File: config.mk
export PLATFORM = sky130hd
export DESIGN_NAME = trackball_quad_gen
export DESIGN_NICKNAME = d
export VERILOG_FILES = /design/src/rtl/trackball_quad_gen.sv
export SDC_FILE = /design/constraint.sdc
export NUM_CORES = 1
export LEC_CHECK = 0
export BUFFER_PORTS_ARGS = -buffer_cell sky130_fd_sc_hd__buf_2
export CAP_MARGIN = 20
export CORE_ASPECT_RATIO = 0.6
export CORE_MARGIN = 3
export CORE_UTILIZATION = 58
export CTS_BUF_LIST = sky130_fd_sc_hd__clkbuf_2
export DETAILED_ROUTE_END_ITERATION = 12
export PLACE_DENSITY = 0.85
export SLEW_MARGIN = 20
export SYNTH_ARGS = -nofsm -noshare
export SYNTH_HDL_FRONTEND = slang
export SYNTH_SLANG_ARGS = --single-unit
File: constraint.sdc
create_clock -name clk -period 5.2 [get_ports clk]
set_clock_uncertainty 0.15 [all_clocks]
set_input_delay 0.26 -clock clk [delete_from_list [all_inputs] [get_ports clk]]
set_output_delay 0.26 -clock clk [all_outputs]
set_load 0.05 [all_outputs]
File: src/rtl/trackball_quad_gen.sv
// Converts joystick levels and mouse deltas into rate-limited Gray-code quadrature
// phase pairs (A leads B on forward motion) for the Crystal Castles trackball input.
module trackball_quad_gen #(
    parameter int STEP_DIV = 2500,
    parameter int JOY_DIV  = 20000,
    parameter int ACC_W    = 10
) (
    input  logic              clk,
    input  logic              reset_n,
    input  logic              joy_left,
    input  logic              joy_right,
    input  logic              joy_up,
    input  logic              joy_down,
    input  logic              mouse_stb,
    input  logic signed [8:0] mouse_dx,
    input  logic signed [8:0] mouse_dy,
    input  logic [1:0]        mouse_scale,
    output logic [1:0]        quad_x,
    output logic [1:0]        quad_y,
    output logic              busy
);
    localparam int STEP_W = $clog2(STEP_DIV);
    localparam int JOY_W  = $clog2(JOY_DIV);
    // A fully scaled mouse delta needs 12 bits, so the sum never drops below 14.
    localparam int SUM_W  = (ACC_W + 4 > 14) ? ACC_W + 4 : 14;

    localparam logic [STEP_W-1:0]       STEP_LAST = STEP_W'(STEP_DIV - 1);
    localparam logic [JOY_W-1:0]        JOY_LAST  = JOY_W'(JOY_DIV - 1);
    localparam logic signed [SUM_W-1:0] S_ZERO    = '0;
    localparam logic signed [SUM_W-1:0] S_ONE     = SUM_W'(1);
    localparam logic signed [SUM_W-1:0] SUM_LIM   = SUM_W'((1 << (ACC_W - 1)) - 1);
    localparam logic signed [ACC_W-1:0] ACC_LIM   = ACC_W'((1 << (ACC_W - 1)) - 1);

    function automatic logic signed [SUM_W-1:0] scale_delta(input logic signed [8:0] d,
                                                           input logic [1:0] sh);
        logic signed [SUM_W-1:0] ext;
        ext = {{(SUM_W - 9){d[8]}}, d};
        return ext <<< sh;
    endfunction

    function automatic logic signed [SUM_W-1:0] widen_acc(input logic signed [ACC_W-1:0] a);
        return {{(SUM_W - ACC_W){a[ACC_W-1]}}, a};
    endfunction

    // Symmetric clamp: the most-negative code is never produced.
    function automatic logic signed [ACC_W-1:0] sat_acc(input logic signed [SUM_W-1:0] v);
        logic signed [ACC_W-1:0] r;
        if (v > SUM_LIM)
            r = ACC_LIM;
        else if (v < -SUM_LIM)
            r = -ACC_LIM;
        else
            r = $signed(v[ACC_W-1:0]);
        return r;
    endfunction

    function automatic logic [1:0] phase_fwd(input logic [1:0] p);
        logic [1:0] r;
        case (p)
            2'b00:   r = 2'b10;
            2'b10:   r = 2'b11;
            2'b11:   r = 2'b01;
            default: r = 2'b00;
        endcase
        return r;
    endfunction

    function automatic logic [1:0] phase_bwd(input logic [1:0] p);
        logic [1:0] r;
        case (p)
            2'b00:   r = 2'b01;
            2'b01:   r = 2'b11;
            2'b11:   r = 2'b10;
            default: r = 2'b00;
        endcase
        return r;
    endfunction

    logic [STEP_W-1:0] step_cnt_q, step_cnt_d;
    logic              step_tick;

    always_comb begin
        step_tick  = (step_cnt_q == STEP_LAST);
        step_cnt_d = step_tick ? '0 : step_cnt_q + STEP_W'(1);
    end

    always_ff @(posedge clk or negedge reset_n) begin
        if (!reset_n)
            step_cnt_q <= '0;
        else
            step_cnt_q <= step_cnt_d;
    end

    // Axis 0 is X (right/left, dx), axis 1 is Y (down/up, dy).
    logic [1:0]        dir_pos, dir_neg, axis_busy;
    logic signed [8:0] delta [2];
    logic [1:0][1:0]   phase_out;

    assign dir_pos  = {joy_down, joy_right};
    assign dir_neg  = {joy_up, joy_left};
    assign delta[0] = mouse_dx;
    assign delta[1] = mouse_dy;

    for (genvar a = 0; a < 2; a++) begin : g_axis
        logic [JOY_W-1:0]        joy_tmr_q, joy_tmr_d;
        logic signed [ACC_W-1:0] acc_q, acc_d;
        logic [1:0]              phase_q, phase_d;
        logic                    joy_one, joy_wrap, acc_pos, acc_neg;
        logic signed [SUM_W-1:0] mouse_term, joy_term, step_term, acc_sum;

        always_comb begin
            joy_one  = dir_pos[a] ^ dir_neg[a];
            joy_wrap = joy_one && (joy_tmr_q == JOY_LAST);
            if (!joy_one || joy_wrap)
                joy_tmr_d = '0;
            else
                joy_tmr_d = joy_tmr_q + JOY_W'(1);

            acc_pos = (acc_q != '0) && !acc_q[ACC_W-1];
            acc_neg = acc_q[ACC_W-1];

            mouse_term = mouse_stb ? scale_delta(delta[a], mouse_scale) : S_ZERO;
            joy_term   = !joy_wrap ? S_ZERO : (dir_pos[a] ? S_ONE : -S_ONE);

            // A step consumes one unit of pending motion in the direction it moves.
            step_term = S_ZERO;
            phase_d   = phase_q;
            if (step_tick && acc_pos) begin
                step_term = -S_ONE;
                phase_d   = phase_fwd(phase_q);
            end else if (step_tick && acc_neg) begin
                step_term = S_ONE;
                phase_d   = phase_bwd(phase_q);
            end

            acc_sum = widen_acc(acc_q) + mouse_term + joy_term + step_term;
            acc_d   = sat_acc(acc_sum);
        end

        always_ff @(posedge clk or negedge reset_n) begin
            if (!reset_n) begin
                joy_tmr_q <= '0;
                acc_q     <= '0;
                phase_q   <= 2'b00;
            end else begin
                joy_tmr_q <= joy_tmr_d;
                acc_q     <= acc_d;
                phase_q   <= phase_d;
            end
        end

        assign phase_out[a] = phase_q;
        assign axis_busy[a] = (acc_q != '0);
    end

    assign quad_x = phase_out[0];
    assign quad_y = phase_out[1];
    assign busy   = |axis_busy;

endmodule

; ---- Word level (Yosys, flattened, before mapping)
; Index checks and enable logic that the tools add are counted.
[classes]
addsub = 9
mux = 25
shift = 2
order_cmp = 4
n_eq_ne = 9
n_reduce_logical = 21
bitwise_logic = 2
[ops]
columns = operator, n
row1 = 2-to-1 mux 14 bit, 8
row2 = adder 14 bit, 4
row3 = 2-to-1 mux 10 bit, 4
row4 = adder 15 x 1 -> 15 bit (second input constant), 2
row5 = equality test 15 bit (second input constant), 2
row6 = 2-to-1 mux 15 bit, 2
row7 = adder 10 x 14 -> 14 bit, 2
row8 = > comparator 14 x 10 -> 1 bit (second input constant), 2
row9 = less-than comparator 14 x 10 -> 1 bit (second input constant), 2
row10 = <<< shifter 9 x 2 -> 14 bit, 2
row11 = one-hot mux 2 bit (3 select lines), 4
row12 = nonzero test 10 bit, 2
row13 = adder 12 x 1 -> 12 bit (second input constant), 1
row14 = equality test 12 bit (second input constant), 1
row15 = 2-to-1 mux 12 bit, 1
row16 = equality test 2 bit (second input constant), 4
row17 = logical AND 1 bit, 8
row18 = 2-to-1 mux 2 bit, 4
row19 = equality test 2 x 1 -> 1 bit (second input constant), 2
row20 = logical NOT 1 bit, 4
row21 = logical NOT 2 bit, 2
row22 = nonzero test 2 bit, 2
row23 = logical OR 1 bit, 2
row24 = 2-to-1 mux 1 bit, 2
row25 = other kinds (2), 3
[totals]
out_inout_bits = 5
input_bits = 27
wordCells = 79
regBits = 66

; ---- Depth between registers and ports, before layout
; Gate-level depths: netlist of run 1.
[depth]
ltp_word = 8
ltp_mapped = 21
ltp_nobuf = 20

; ---- Least setup slack after synthesis of run 1
; Ideal clock, no wire load.
[synth_path]
path_type = reg-to-reg
startpoint = register step_cnt_q[5]
endpoint = register g_axis[0].acc_q[7]
required_time_ns = 4.930
arrival_ns = 4.875
path_slack_ns = 0.055
setup_ns = 0.120
synth_period_minus_slack_ns = 5.145
path_buffers = 0
path_stages_with_launch = 19
cell_sequence = dfrtp_1 > nor4b_1 > nand4b_1 > nor4b_2 > nand2_1 > inv_1 > nand2_1 > fa_1 > inv_1 > ha_1 > inv_1 > fa_1 > nor2b_1 > o31a_1 > o21ai_0 > or3b_2 > a2111oi_2 > nor4_4 > a31o_2
[synth_between]
elab_chain_len = 8
elab_cells_between_ends = 10
cone_classes = add/sub: 1 / order compare: 2 / eq/ne: 1 / mux: 4 / reduce/logical: 2
[synth_lines]
columns = item, line
row1 = "start, declared", 79  ; logic [STEP_W-1:0] step_cnt_q, step_cnt_d;
row2 = "start signal, assigned", 91  ; step_cnt_q <= step_cnt_d;
row3 = equality test 12 bit (*), 83  ; step_tick = (step_cnt_q == STEP_LAST);
row4 = logical AND 1 bit, 131  ; end else if (step_tick && acc_neg) begin
row5 = 2-to-1 mux 1 bit, 131
row6 = 2-to-1 mux 14 bit (*), 128  ; if (step_tick && acc_pos) begin
row7 = adder 14 bit (*), 136  ; acc_sum = widen_acc(acc_q) + mouse_term + joy_term + step_term;
row8 = less-than comparator 14 x 10 -> 1 bit, 50  ; else if (v < -SUM_LIM)
row9 = 2-to-1 mux 10 bit, 50
row10 = 2-to-1 mux 10 bit (*), 48  ; if (v > SUM_LIM)
row11 = via g_axis[0].acc_d[7], 106  ; logic signed [ACC_W-1:0] acc_q, acc_d;
row12 = "end signal, assigned", 143  ; acc_q <= '0;
row13 = "end signal, assigned", 147  ; acc_q <= acc_d;
row14 = "end, declared", 106
; Mark *: on every way through the listed nets, which the timed path passes. The rest lies on a longest branch.
; A chain may end at the register's enable or synchronous reset.

; ---- Worst setup path after layout of run 1
[layout_path]
startpoint = register g_axis[1].joy_tmr_q[0]
endpoint = register g_axis[1].acc_q[6]
[layout_between]
elab_chain_len = 8
elab_cells_between_ends = 9
cone_classes = add/sub: 2 / order compare: 2 / eq/ne: 1 / mux: 3 / reduce/logical: 1
[layout_lines]
columns = item, line
row1 = "start, declared", 105  ; logic [JOY_W-1:0] joy_tmr_q, joy_tmr_d;
row2 = "start signal, assigned", 146  ; joy_tmr_q <= joy_tmr_d;
row3 = equality test 15 bit (*), 113  ; joy_wrap = joy_one && (joy_tmr_q == JOY_LAST);
row4 = logical AND 1 bit (*), 113
row5 = 2-to-1 mux 14 bit (*), 123  ; joy_term = !joy_wrap ? S_ZERO : (dir_pos[a] ? S_ONE : -S_ONE);
row6 = adder 14 bit (*) (2 in series), 136
row7 = less-than comparator 14 x 10 -> 1 bit, 50
row8 = 2-to-1 mux 10 bit, 50
row9 = 2-to-1 mux 10 bit (*), 48
row10 = via g_axis[1].acc_d[6], 106
row11 = "end signal, assigned", 143
row12 = "end signal, assigned", 147
row13 = "end, declared", 106
; Marked as above.

==> Implementation_results.wiki, run 1 <==
{| class="wikitable"
! Metric !! Value
|-
| Outcome || finished, final reports clean
|-
| Aggregate global routing overflow || 0
|-
| Die extent in y || 83.98 µm
|-
| Clock insertion delay at the later pin of the skew report || 530 ps
|-
| Total setup violations reported at the end of the flow || 0
|-
| Number of buffers on the longest clock path || 2
|-
| Buffers & Inverters on Critical Path || 3
|-
| Worst-margin pin slew || 830.2 ps
|-
| Top FF cell, synth || dfrtp_1
|-
| Setup total negative slack || 0 ps
|-
| RSZ-0062 raised after global routing || yes
|-
| Global-route usage over all layers || 26.39%
|-
| Count of flip-flops with a built-in enable after synthesis || 0
|-
| Clock tree from TritonCTS || done
|-
| Number of design rule violations left after detail routing || 0
|-
| Vias after detailed routing || 5036
|-
| Top cells by area, synth || dfrtp_1, fa_1, ha_1
|-
| Maximum vdd drop || 482.8 µV
|-
| Area growth from synthesis to layout || 19.69%
|-
| Count of cell types in the netlist || 60
|-
| Register-to-register path setup slack || 30 ps
|-
| Required time at the worst-slack endpoint || 5460 ps
|-
| Number of synthesized register bits || 66
|-
| Net count of the mapped netlist || 726
|-
| Root Driver || clkbuf_2
|-
| Tightest hold margin || 28.48 ps
|-
| Iteration-0 DRC count of the detailed router || 427
|-
| Crit. End Element || flip-flop
|-
| Critical path type || reg2reg
|-
| Initial core utilization || 61.70%
|-
| Synth top area share || 28.10%
|-
| Maximum number of pins on one net before global-route repair || 67
|-
| Via count of the first global-routing pass || 4890
|-
| Clock net sink count || 66
|-
| Proportion of synthesized chip area in sequential cells || 28.10%
|-
| Width of the chip || 136.0 µm
|-
| Hold violation count in the final report || 0
|-
| Number of buffers inserted during clock tree synthesis || 9
|-
| Crit path max-delay family || simple AND/OR/NAND/NOR gates
|-
| Cell with the most instances after synthesis || inv_1
|-
| Number of I/O port buffers || 31
|-
| Path class of the lowest-slack min-delay path || in2reg
|-
| Leak pwr || 3.280 nW
|-
| Number of rows created at floorplan || 27
|-
| Crit-path max FO || 8
|-
| Max-slew violation count || 0
|-
| Number of top-level pins || 32
|-
| Core footprint || 9527 µm²
|-
| Critical Path Source Type || flip-flop
|-
| Wire per inst || 18.29 µm
|-
| Library cell contributing the largest single delay on the critical path || or3b_4
|-
| First-pass GRT wire length || 23850 µm
|-
| Deepest level of the CTS H-tree || 3
|-
| Post-synth design cell area || 5878 µm²
|-
| DRT Wirelength || 15440 µm
|-
| Arrival time of data at the critical path endpoint || 5420 ps
|-
| Number of antenna-violating nets in the routed design || 0
|-
| List of cells traversed by the critical path || ha_2, nand3_2, nor2_2, nand4_1, or3b_4, fa_1, fa_1, inv_1, ha_1, inv_1, fa_2, nor2b_2, o2111ai_1, or3b_4, xnor2_2, nand4_1, nand3b_1, a41oi_2, buf_2, o21ai_0
|-
| HPWL after DPL || 10720 µm
|-
| Initial antenna violation count || 0
|-
| Number of instances in the synthesized netlist || 620
|-
| Per-instance average area after synthesis || 9.481 µm²
|-
| Highest Clock Rate || 193.5 MHz
|-
| Area enclosed by the die boundary || 11420 µm²
|-
| Synth top cells by count || inv_1, dfrtp_1, nand2_1
|-
| Minimum clock period || 5168 ps
|-
| Final standard cell utilization of the core || 73.85%
|-
| Post-layout nets || 814
|-
| Ys Warns || 0
|-
| Maximum cell stage delay along the critical path || 540 ps
|-
| Reported max-cap violation count || 0
|-
| DRT Pass-1 Iters || 6
|-
| Slew headroom || 44.65%
|-
| Detail-routed via count per cell || 5.967
|-
| Count of non-filler cells in the finished layout || 844
|-
| Total power density per cell area || 475.8 nW/µm²
|-
| Fin crit share || 99.39%
|-
| Share of synthesized registers carrying an async set or reset || 100.0%
|-
| Largest area contributor in the synthesized netlist || dfrtp_1
|-
| Clock transition at path regs || 190 ps
|-
| Share of cells above drive strength 1 || 23.56%
|-
| GP Congestion || 0.9440
|-
| Total placed cells including tap cells || 804
|}
==> registers in the layout, indices dropped and copies added (netlist names) <==
name              cells
g_axis.acc_q         20
quad_x                2
step_cnt_q           12
g_axis.joy_tmr_q     30
quad_y                2
==> cell type report <==
cell class / instances / area (µm²)
antenna: 1 / 2.502
clock buffer: 10 / 50.05
clock inverter: 6 / 81.33
fill: 656 / 2491
inverter: 84 / 315.3
multi-input combinational: 458 / 4138
sequential: 66 / 1653
tap: 130 / 162.7
timing repair buffer: 89 / 633.1
==> through the flow <==
stage               cell area (µm²)  power (mW)  worst slack, ps
floorplan                      5878       2.081            55.38
global placement               6425       2.482            49.54
detailed placement             6425       2.584           -200.3
CTS                            6670       2.965            16.72
global route                   7033       3.614           -189.2
finish                         7036       3.347            31.93
==> what timing repair did <==
item                                    CTS  global route
hold buffers                              5             0
endpoints found under the setup margin   18            18
endpoints found under the hold margin    68             0
setup buffers                             3            14
gates cloned                              0             1
pin swaps                                 4            26
gates resized for setup                   8            54
==> report_power, final <==
group / internal (mW) / switching [mW]
clock network: 0.158 / 0.192
registers: 0.610 / 0.0771
logic: 1.02 / 1.29
total: 1.79 / 1.56
==> placed cells by master (no fill, tap or decap), types with 4 or more instances in the layout <==
cell type      Yosys  final
and3_1             8      8
buf_2              1     32
nand4_1           14     14
xor2_1            31     31
nand2_1           57     55
mux2_2             6      6
o211ai_1           6      6
mux4_2             8      8
fa_1              50     47
inv_1             84     83
nand3b_1           4      4
ha_4               0      5
buf_4              0     49
o21a_1             7      7
mux2i_1            7      7
a21oi_2            0      4
dfrtp_1           66     65
xnor2_1           33     29
a21oi_1           20     15
xnor2_2            1      5
nor4_1             8      6
or3b_4             0      4
nor3_1             8      8
o21ai_0           23     21
ha_1              29     20
ha_2               0      4
dlygate4sd3_1      0      5
nor2_1            55     53
nand2b_1           7      7
clkbuf_2           0     10
and2_1             4      4
nand3_1           24     22
==> tightest hold or removal path, stage by stage <==
cell and delay, ps:
buf_2 100, xnor2_1 90, inv_1 70, and3_1 150
==> final timing paths <==
path | startpoint | to | depth (start not counted)
worst max-delay path | g_axis[1].joy_tmr_q[0]$_DFF_PN0_ | g_axis[1].acc_q[6]$_DFF_PN0_ | 20
worst min-delay path | joy_right | g_axis[0].joy_tmr_q[1]$_DFF_PN0_ | 4
worst max register to register | g_axis[1].joy_tmr_q[0]$_DFF_PN0_ | g_axis[1].acc_q[6]$_DFF_PN0_ | 20
worst min register to register | step_cnt_q[0]$_DFF_PN0_ | step_cnt_q[0]$_DFF_PN0_ | 1
max in group asynchronous | reset_n | step_cnt_q[6]$_DFF_PN0_ | 3
min in group asynchronous | reset_n | g_axis[0].joy_tmr_q[9]$_DFF_PN0_ | 3
==> metal layers <==
| metal | up-vias | GRT usage, % | routed length (µm) |
|---|---|---|---|
| li1 | 2254 | - | - |
| met1 | 2434 | 35.62 | 6150 |
| met2 | 264 | 42.51 | 7264 |
| met3 | 84 | 7.048 | 1295 |
| met4 | 0 | 6.862 | 727 |
| met5 | - | 0 | 0 |
==> cell families after synthesis <==
logic type	count (synthesis)	share of synthesized area (%)
adders and majority gates	79	23.20
and+or+nand+nor	216	18.65
DFF	66	28.10
muxes	21	5.406
xor gates and xnor gates	65	9.813
buffers and inverters	96	6.151
AOI/OAI and AO/OA	77	8.685
Power figures use the tool's default switching activity.
==> run 2: changes to the inputs <==
- RECOVER_POWER: default -> 100
==> Implementation_results.wiki, run 2 (same netlist as run 1, synthesis figures left out) <==
{| class="wikitable"
! Metric !! Value
|-
| Via count of the first global-routing pass || 4890
|-
| Initial antenna violation count || 0
|-
| Post-layout nets || 814
|-
| Count of non-filler cells in the finished layout || 844
|-
| List of cells traversed by the critical path || ha_2, nand3_2, nor2_2, nand4_1, or3b_4, fa_1, fa_1, inv_1, ha_1, inv_1, fa_2, nor2b_2, o2111ai_1, or3b_4, xnor2_2, nand4_1, nand3b_1, a41oi_2, buf_2, o21ai_0
|-
| Clock tree from TritonCTS || done
|-
| Number of flip-flops under the largest register name || 30
|-
| Total power after layout || 3.351 mW
|-
| HPWL after DPL || 10720 µm
|-
| Minimum clock period || 5174 ps
|-
| Multi-input gate area in the final layout || 4138 µm²
|-
| Wire per inst || 18.30 µm
|-
| Slew headroom || -132.2%
|-
| Number of rows created at floorplan || 27
|-
| Critical Path Source Type || flip-flop
|-
| Setup total negative slack || 0 ps
|-
| Leak pwr || 3.274 nW
|-
| Initial core utilization || 61.70%
|-
| Deepest level of the CTS H-tree || 3
|-
| Outcome || finished, violations left
|-
| Register with the most flip-flops || g_axis.joy_tmr_q
|-
| Area growth from synthesis to layout || 19.60%
|-
| Crit. End Element || flip-flop
|-
| Arrival time of data at the critical path endpoint || 5440 ps
|-
| Highest Clock Rate || 193.3 MHz
|-
| GP Congestion || 0.9440
|-
| Worst-margin pin slew || 3483 ps
|-
| Register-to-register path setup slack || 30 ps
|-
| Root Driver || clkbuf_2
|-
| Reported max-cap violation count || 1
|-
| DRT Wirelength || 15440 µm
|-
| Iteration-0 DRC count of the detailed router || 427
|-
| Required time at the worst-slack endpoint || 5470 ps
|-
| FF-to-FF Start || g_axis[1].joy_tmr_q[0]$_DFF_PN0_
|-
| Number of design rule violations left after detail routing || 0
|-
| Share of cells above drive strength 1 || 23.28%
|-
| Max-slew violation count || 67
|-
| Number of buffers on the longest clock path || 2
|-
| DRT Pass-1 Iters || 5
|-
| Critical path origin || g_axis[1].joy_tmr_q[0]$_DFF_PN0_
|-
| Area of all sequential standard cells || 1653 µm²
|-
| Crit-path max FO || 8
|-
| Clock net sink count || 66
|-
| Post-place setup slack || -200.3 ps
|-
| Hold violation count in the final report || 0
|-
| Maximum vdd drop || 482.8 µV
|-
| Fin crit share || 99.50%
|-
| Clock insertion delay at the later pin of the skew report || 530 ps
|-
| Vias after detailed routing || 5023
|-
| Top library cells by usage in the layout, fill and taps aside || inv_1, dfrtp_1, nand2_1, nor2_1, buf_4
|-
| Final standard cell utilization of the core || 73.80%
|-
| Maximum cell stage delay along the critical path || 540 ps
|-
| Most frequent standard cell in the layout excluding fill and tap cells || inv_1
|-
| RSZ-0062 raised after global routing || yes
|-
| Number of buffers inserted during clock tree synthesis || 9
|-
| Number of antenna-violating nets in the routed design || 0
|-
| Maximum number of pins on one net before global-route repair || 67
|-
| Number of top-level pins || 32
|-
| Library cell contributing the largest single delay on the critical path || or3b_4
|-
| Clock transition at path regs || 200 ps
|-
| Biggest regs || g_axis.joy_tmr_q (30), g_axis.acc_q (20), step_cnt_q (12)
|-
| Area enclosed by the die boundary || 11420 µm²
|-
| Path class of the lowest-slack min-delay path || in2reg
|-
| Core footprint || 9527 µm²
|-
| Width of the chip || 136.0 µm
|-
| Failing checks || capacitance limit, slew limit
|-
| Total setup violations reported at the end of the flow || 0
|-
| Launch instance of the worst min-delay path || joy_right
|-
| Total placed cells including tap cells || 804
|-
| Critical path type || reg2reg
|-
| First-pass GRT wire length || 23850 µm
|-
| Global-route usage over all layers || 26.39%
|-
| Detail-routed via count per cell || 5.951
|-
| Total power density per cell area || 476.6 nW/µm²
|-
| Filler Cell Count || 659
|-
| Die extent in y || 83.98 µm
|-
| Number of I/O port buffers || 31
|-
| Aggregate global routing overflow || 0
|-
| Post-route setup slack || 26.01 ps
|}
==> run 2: critical path, delay by kind of cell (launching register included) <==
family	cells	cell delay, ps
AO/OA/AOI/OAI	3	530
XOR/XNOR	1	200
buffers and inverters	3	360
flip-flops	1	420
AND/OR/NAND/NOR	8	1730
adder cells (fa/ha/maj)	5	1670
==> run 2: final timing paths <==
| path | to | cells past startpoint |
|---|---|---|
| min reg2reg | step_cnt_q[0]$_DFF_PN0_ | 1 |
| min | g_axis[0].joy_tmr_q[1]$_DFF_PN0_ | 4 |
| max in group asynchronous | step_cnt_q[6]$_DFF_PN0_ | 3 |
| min in group asynchronous | g_axis[0].joy_tmr_q[9]$_DFF_PN0_ | 3 |
| max | g_axis[1].acc_q[6]$_DFF_PN0_ | 20 |
| max reg2reg | g_axis[1].acc_q[6]$_DFF_PN0_ | 20 |
==> run 2: repair_timing <==
action                                  in CTS  in global routing
resized for setup                            8                 54
pin swaps                                    4                 26
endpoints found under the setup margin      18                 18
hold buffers                                 5                  0
setup buffers                                3                 14
gates cloned                                 0                  1
endpoints found under the hold margin       68                  0
==> run 2: through the flow <==
| stage | cell area [µm²] | hold WS [ps] |
|---|---|---|
| 2_1_floorplan | 5878 | -185.6 |
| 5_1_grt | 7028 | 20.45 |
| 4_1_cts | 6670 | 15.71 |
| 3_3_place_gp | 6425 | 317.0 |
| 6_report | 7030 | 24.45 |
| 3_5_place_dp | 6425 | 339.8 |
==> run 2: final cells by class <==
| type | instances | area share, % |
|---|---|---|
| Antenna cell | 1 | 0.03559 |
| Clock buffer | 10 | 0.7119 |
| Clock inverter | 6 | 1.157 |
| Inverter | 84 | 4.485 |
| Multi-Input combinational cell | 458 | 58.85 |
| Sequential cell | 66 | 23.51 |
| Tap cell | 130 | 2.314 |
| Timing Repair Buffer | 89 | 8.934 |
==> run 2: report_power, final <==
group / internal [mW] / total, mW / switching, mW
clock: 0.158 / 0.351 / 0.193
sequential: 0.610 / 0.686 / 0.0769
combinational: 1.02 / 2.31 / 1.29
==> run 2: metal layers <==
metal	track usage (%)	share of wire, %	vias up
li1	-	-	2254
met1	35.62	40	2444
met2	42.51	47	257
met3	7.048	8.3	68
met4	6.862	4.1	0
met5	0	0	-
==> run 3: changes to the inputs <==
- BUFFER_PORTS_ARGS: -buffer_cell sky130_fd_sc_hd__buf_2 -> default
- CORE_UTILIZATION: 58 -> 61
- DONT_BUFFER_PORTS: default -> 1
- PLACE_DENSITY: 0.85 -> 0.86
==> Implementation_results.wiki, run 3 (same netlist as run 1, synthesis figures left out) <==
{| class="wikitable"
! Metric !! Value
|-
| Initial antenna violation count || 0
|-
| Required time at the worst-slack endpoint || 5460 ps
|-
| Setup total negative slack || -165.0 ps
|-
| Deepest level of the CTS H-tree || 3
|-
| Initial core utilization || 63.27%
|-
| First-pass GRT wire length || 22910 µm
|-
| Number of design rule violations left after detail routing || 0
|-
| Non-Filler Cell Area, Final || 6822 µm²
|-
| Number of antenna-violating nets in the routed design || 0
|-
| Post-route setup slack || -68.06 ps
|-
| Biggest regs || g_axis.joy_tmr_q (30), g_axis.acc_q (20), step_cnt_q (12)
|-
| Leak pwr || 3.099 nW
|-
| DRT Wirelength || 14800 µm
|-
| List of cells traversed by the critical path || nor4_2, nand4_1, or3b_4, buf_4, buf_12, fa_1, fa_1, inv_1, ha_4, o21a_1, o21a_1, o211ai_2, or4b_1, o311a_1, nor4_4, mux2i_1, or2_1
|-
| Crit. End Element || flip-flop
|-
| Cell depth of the worst min-delay path || 4
|-
| Total power density per cell area || 489.9 nW/µm²
|-
| Number of buffers inserted during clock tree synthesis || 9
|-
| Launch instance of the worst min-delay path || mouse_dy[0]
|-
| Via count of the first global-routing pass || 4799
|-
| Number of buffers on the longest clock path || 2
|-
| Clock transition at path regs || 190 ps
|-
| Cell area after placement || 6190 µm²
|-
| Max-slew violation count || 67
|-
| Crit-path max FO || 4
|-
| Area growth from synthesis to layout || 16.05%
|-
| Post-layout nets || 777
|-
| Root Driver || clkbuf_2
|-
| Slew headroom || -135.3%
|-
| Path class of the lowest-slack min-delay path || in2reg
|-
| Global-route usage over all layers || 26.67%
|-
| Library cell contributing the largest single delay on the critical path || fa_1
|-
| RSZ-0062 raised after global routing || yes
|-
| Outcome || finished, violations left
|-
| Uppermost metal layer occupied by signal nets || met4
|-
| Arrival time of data at the critical path endpoint || 5530 ps
|-
| Diode insertion count for antenna repair || 0
|-
| Detail-routed via count per cell || 5.913
|-
| Total setup violations reported at the end of the flow || 5
|-
| R2r endpoint || g_axis[0].acc_q[0]$_DFF_PN0_
|-
| Fin crit share || 101.3%
|-
| Reported max-cap violation count || 1
|-
| Register with the most flip-flops || g_axis.joy_tmr_q
|-
| Aggregate global routing overflow || 0
|-
| Maximum vdd drop || 511.9 µV
|-
| Tightest hold margin || 267.6 ps
|-
| GP Congestion || 0.9042
|-
| Most frequent standard cell in the layout excluding fill and tap cells || inv_1
|-
| Met1 Routed Length || 5832 µm
|-
| HPWL after DPL || 10760 µm
|-
| Width of the chip || 132.7 µm
|-
| Number of I/O port buffers || 0
|-
| Top library cells by usage in the layout, fill and taps aside || inv_1, dfrtp_1, nand2_1, nor2_1, fa_1
|-
| Iteration-0 DRC count of the detailed router || 396
|-
| Vias after detailed routing || 4760
|-
| Clock net sink count || 66
|-
| Number of rows created at floorplan || 27
|-
| Critical path type || reg2reg
|-
| Share of cells above drive strength 1 || 20.15%
|-
| Register-to-register path setup slack || -70 ps
|-
| Minimum clock period || 5268 ps
|-
| Routed length on met3 || 1143 µm
|-
| Reg2reg path depth || 17
|-
| Worst Hold End || g_axis[1].acc_q[0]$_DFF_PN0_
|-
| Number of top-level pins || 32
|-
| Maximum number of pins on one net before global-route repair || 67
|-
| Failing checks || capacitance limit, slew limit, setup timing
|-
| Number of flip-flops under the largest register name || 30
|-
| Hold violation count in the final report || 0
|-
| Highest Clock Rate || 189.8 MHz
|-
| Critical Path Source Type || flip-flop
|-
| Worst-margin pin slew || 3529 ps
|-
| Maximum cell stage delay along the critical path || 520 ps
|-
| Metal2 WL || 7505 µm
|-
| Clock tree from TritonCTS || done
|-
| FF-to-FF Start || g_axis[0].joy_tmr_q[13]$_DFF_PN0_
|-
| Die extent in y || 82.04 µm
|-
| Core footprint || 9290 µm²
|-
| Wire per inst || 18.39 µm
|-
| Clock insertion delay at the later pin of the skew report || 530 ps
|-
| DRT Pass-1 Iters || 5
|-
| Area enclosed by the die boundary || 10890 µm²
|}
[run 3: cell types whose count changed in the layout (fill, tap and decap cells not counted), sizes merged]
cell and delta:
diode -1, clkinv -1, buf -36, bufinv -1
[run 3: layout make-up]
class | instances | area [µm²]
repair buffers | 52 | 426.7
clock buffers | 11 | 55.05
flip-flops and latches | 66 | 1652
inverters | 84 | 315.3
fillers | 614 | 2469
well taps | 130 | 162.7
clock inverters | 4 | 43.79
multi-input cells | 458 | 4167
[run 3: how the worst max path moves through the flow]
| stage | start | end | slack (ps) | cells past startpoint |
|---|---|---|---|---|
| floorplan | step_cnt_q[5]$_DFF_PN0_ | g_axis[0].acc_q[7]$_DFF_PN0_ | 60 | 18 |
| global placement | g_axis[0].joy_tmr_q[7]$_DFF_PN0_ | g_axis[0].acc_q[0]$_DFF_PN0_ | -40 | 15 |
| detailed placement | g_axis[0].joy_tmr_q[0]$_DFF_PN0_ | g_axis[0].acc_q[0]$_DFF_PN0_ | -280 | 19 |
| CTS | g_axis[0].joy_tmr_q[0]$_DFF_PN0_ | g_axis[0].acc_q[0]$_DFF_PN0_ | -50 | 19 |
| global route | g_axis[0].joy_tmr_q[13]$_DFF_PN0_ | g_axis[0].acc_q[0]$_DFF_PN0_ | -250 | 17 |
| finish | g_axis[0].joy_tmr_q[13]$_DFF_PN0_ | g_axis[0].acc_q[0]$_DFF_PN0_ | -70 | 17 |
[run 3: power breakdown]
group / total, mW / internal (mW) / leakage [nW] / switching, mW
clock network: 0.290 / 0.110 / 0.0692 / 0.180
registers: 0.678 / 0.610 / 0.844 / 0.0688
logic: 2.37 / 1.05 / 2.19 / 1.32
total: 3.34 / 1.77 / 3.10 / 1.57
[run 3: per-stage QoR]
stage	util, %	setup WS [ps]	power (mW)	cells
2_1_floorplan	-	55.38	2.081	620
6_report	73.43	-68.06	3.342	805
3_5_place_dp	66.63	-279.7	2.548	764
5_1_grt	73.43	-248.0	3.621	805
4_1_cts	68.92	-52.06	2.876	785
3_3_place_gp	66.63	-42.87	2.420	764
[run 3: worst max-delay path: cells and delay by family, from the launching register on]
family	cells	cell delay (ps)
mux	1	140
compound gates	4	720
simple gates	6	2010
fa+ha+maj	3	1270
flops	1	460
buf+inv	3	390
[run 3: metal layers]
layer	global-route usage [%]	up-vias
met3	8.690	40
met2	44.30	190
met4	8.091	0
met5	0	-
li1	-	2171
met1	33.97	2359
[run 3: repair_timing]
item,in CTS,in global routing
pin swaps,2,38
hold buffers,6,0
resized for setup,7,65
buffers inserted,0,20
hold endpoints to repair,70,0
setup endpoints to repair,18,18
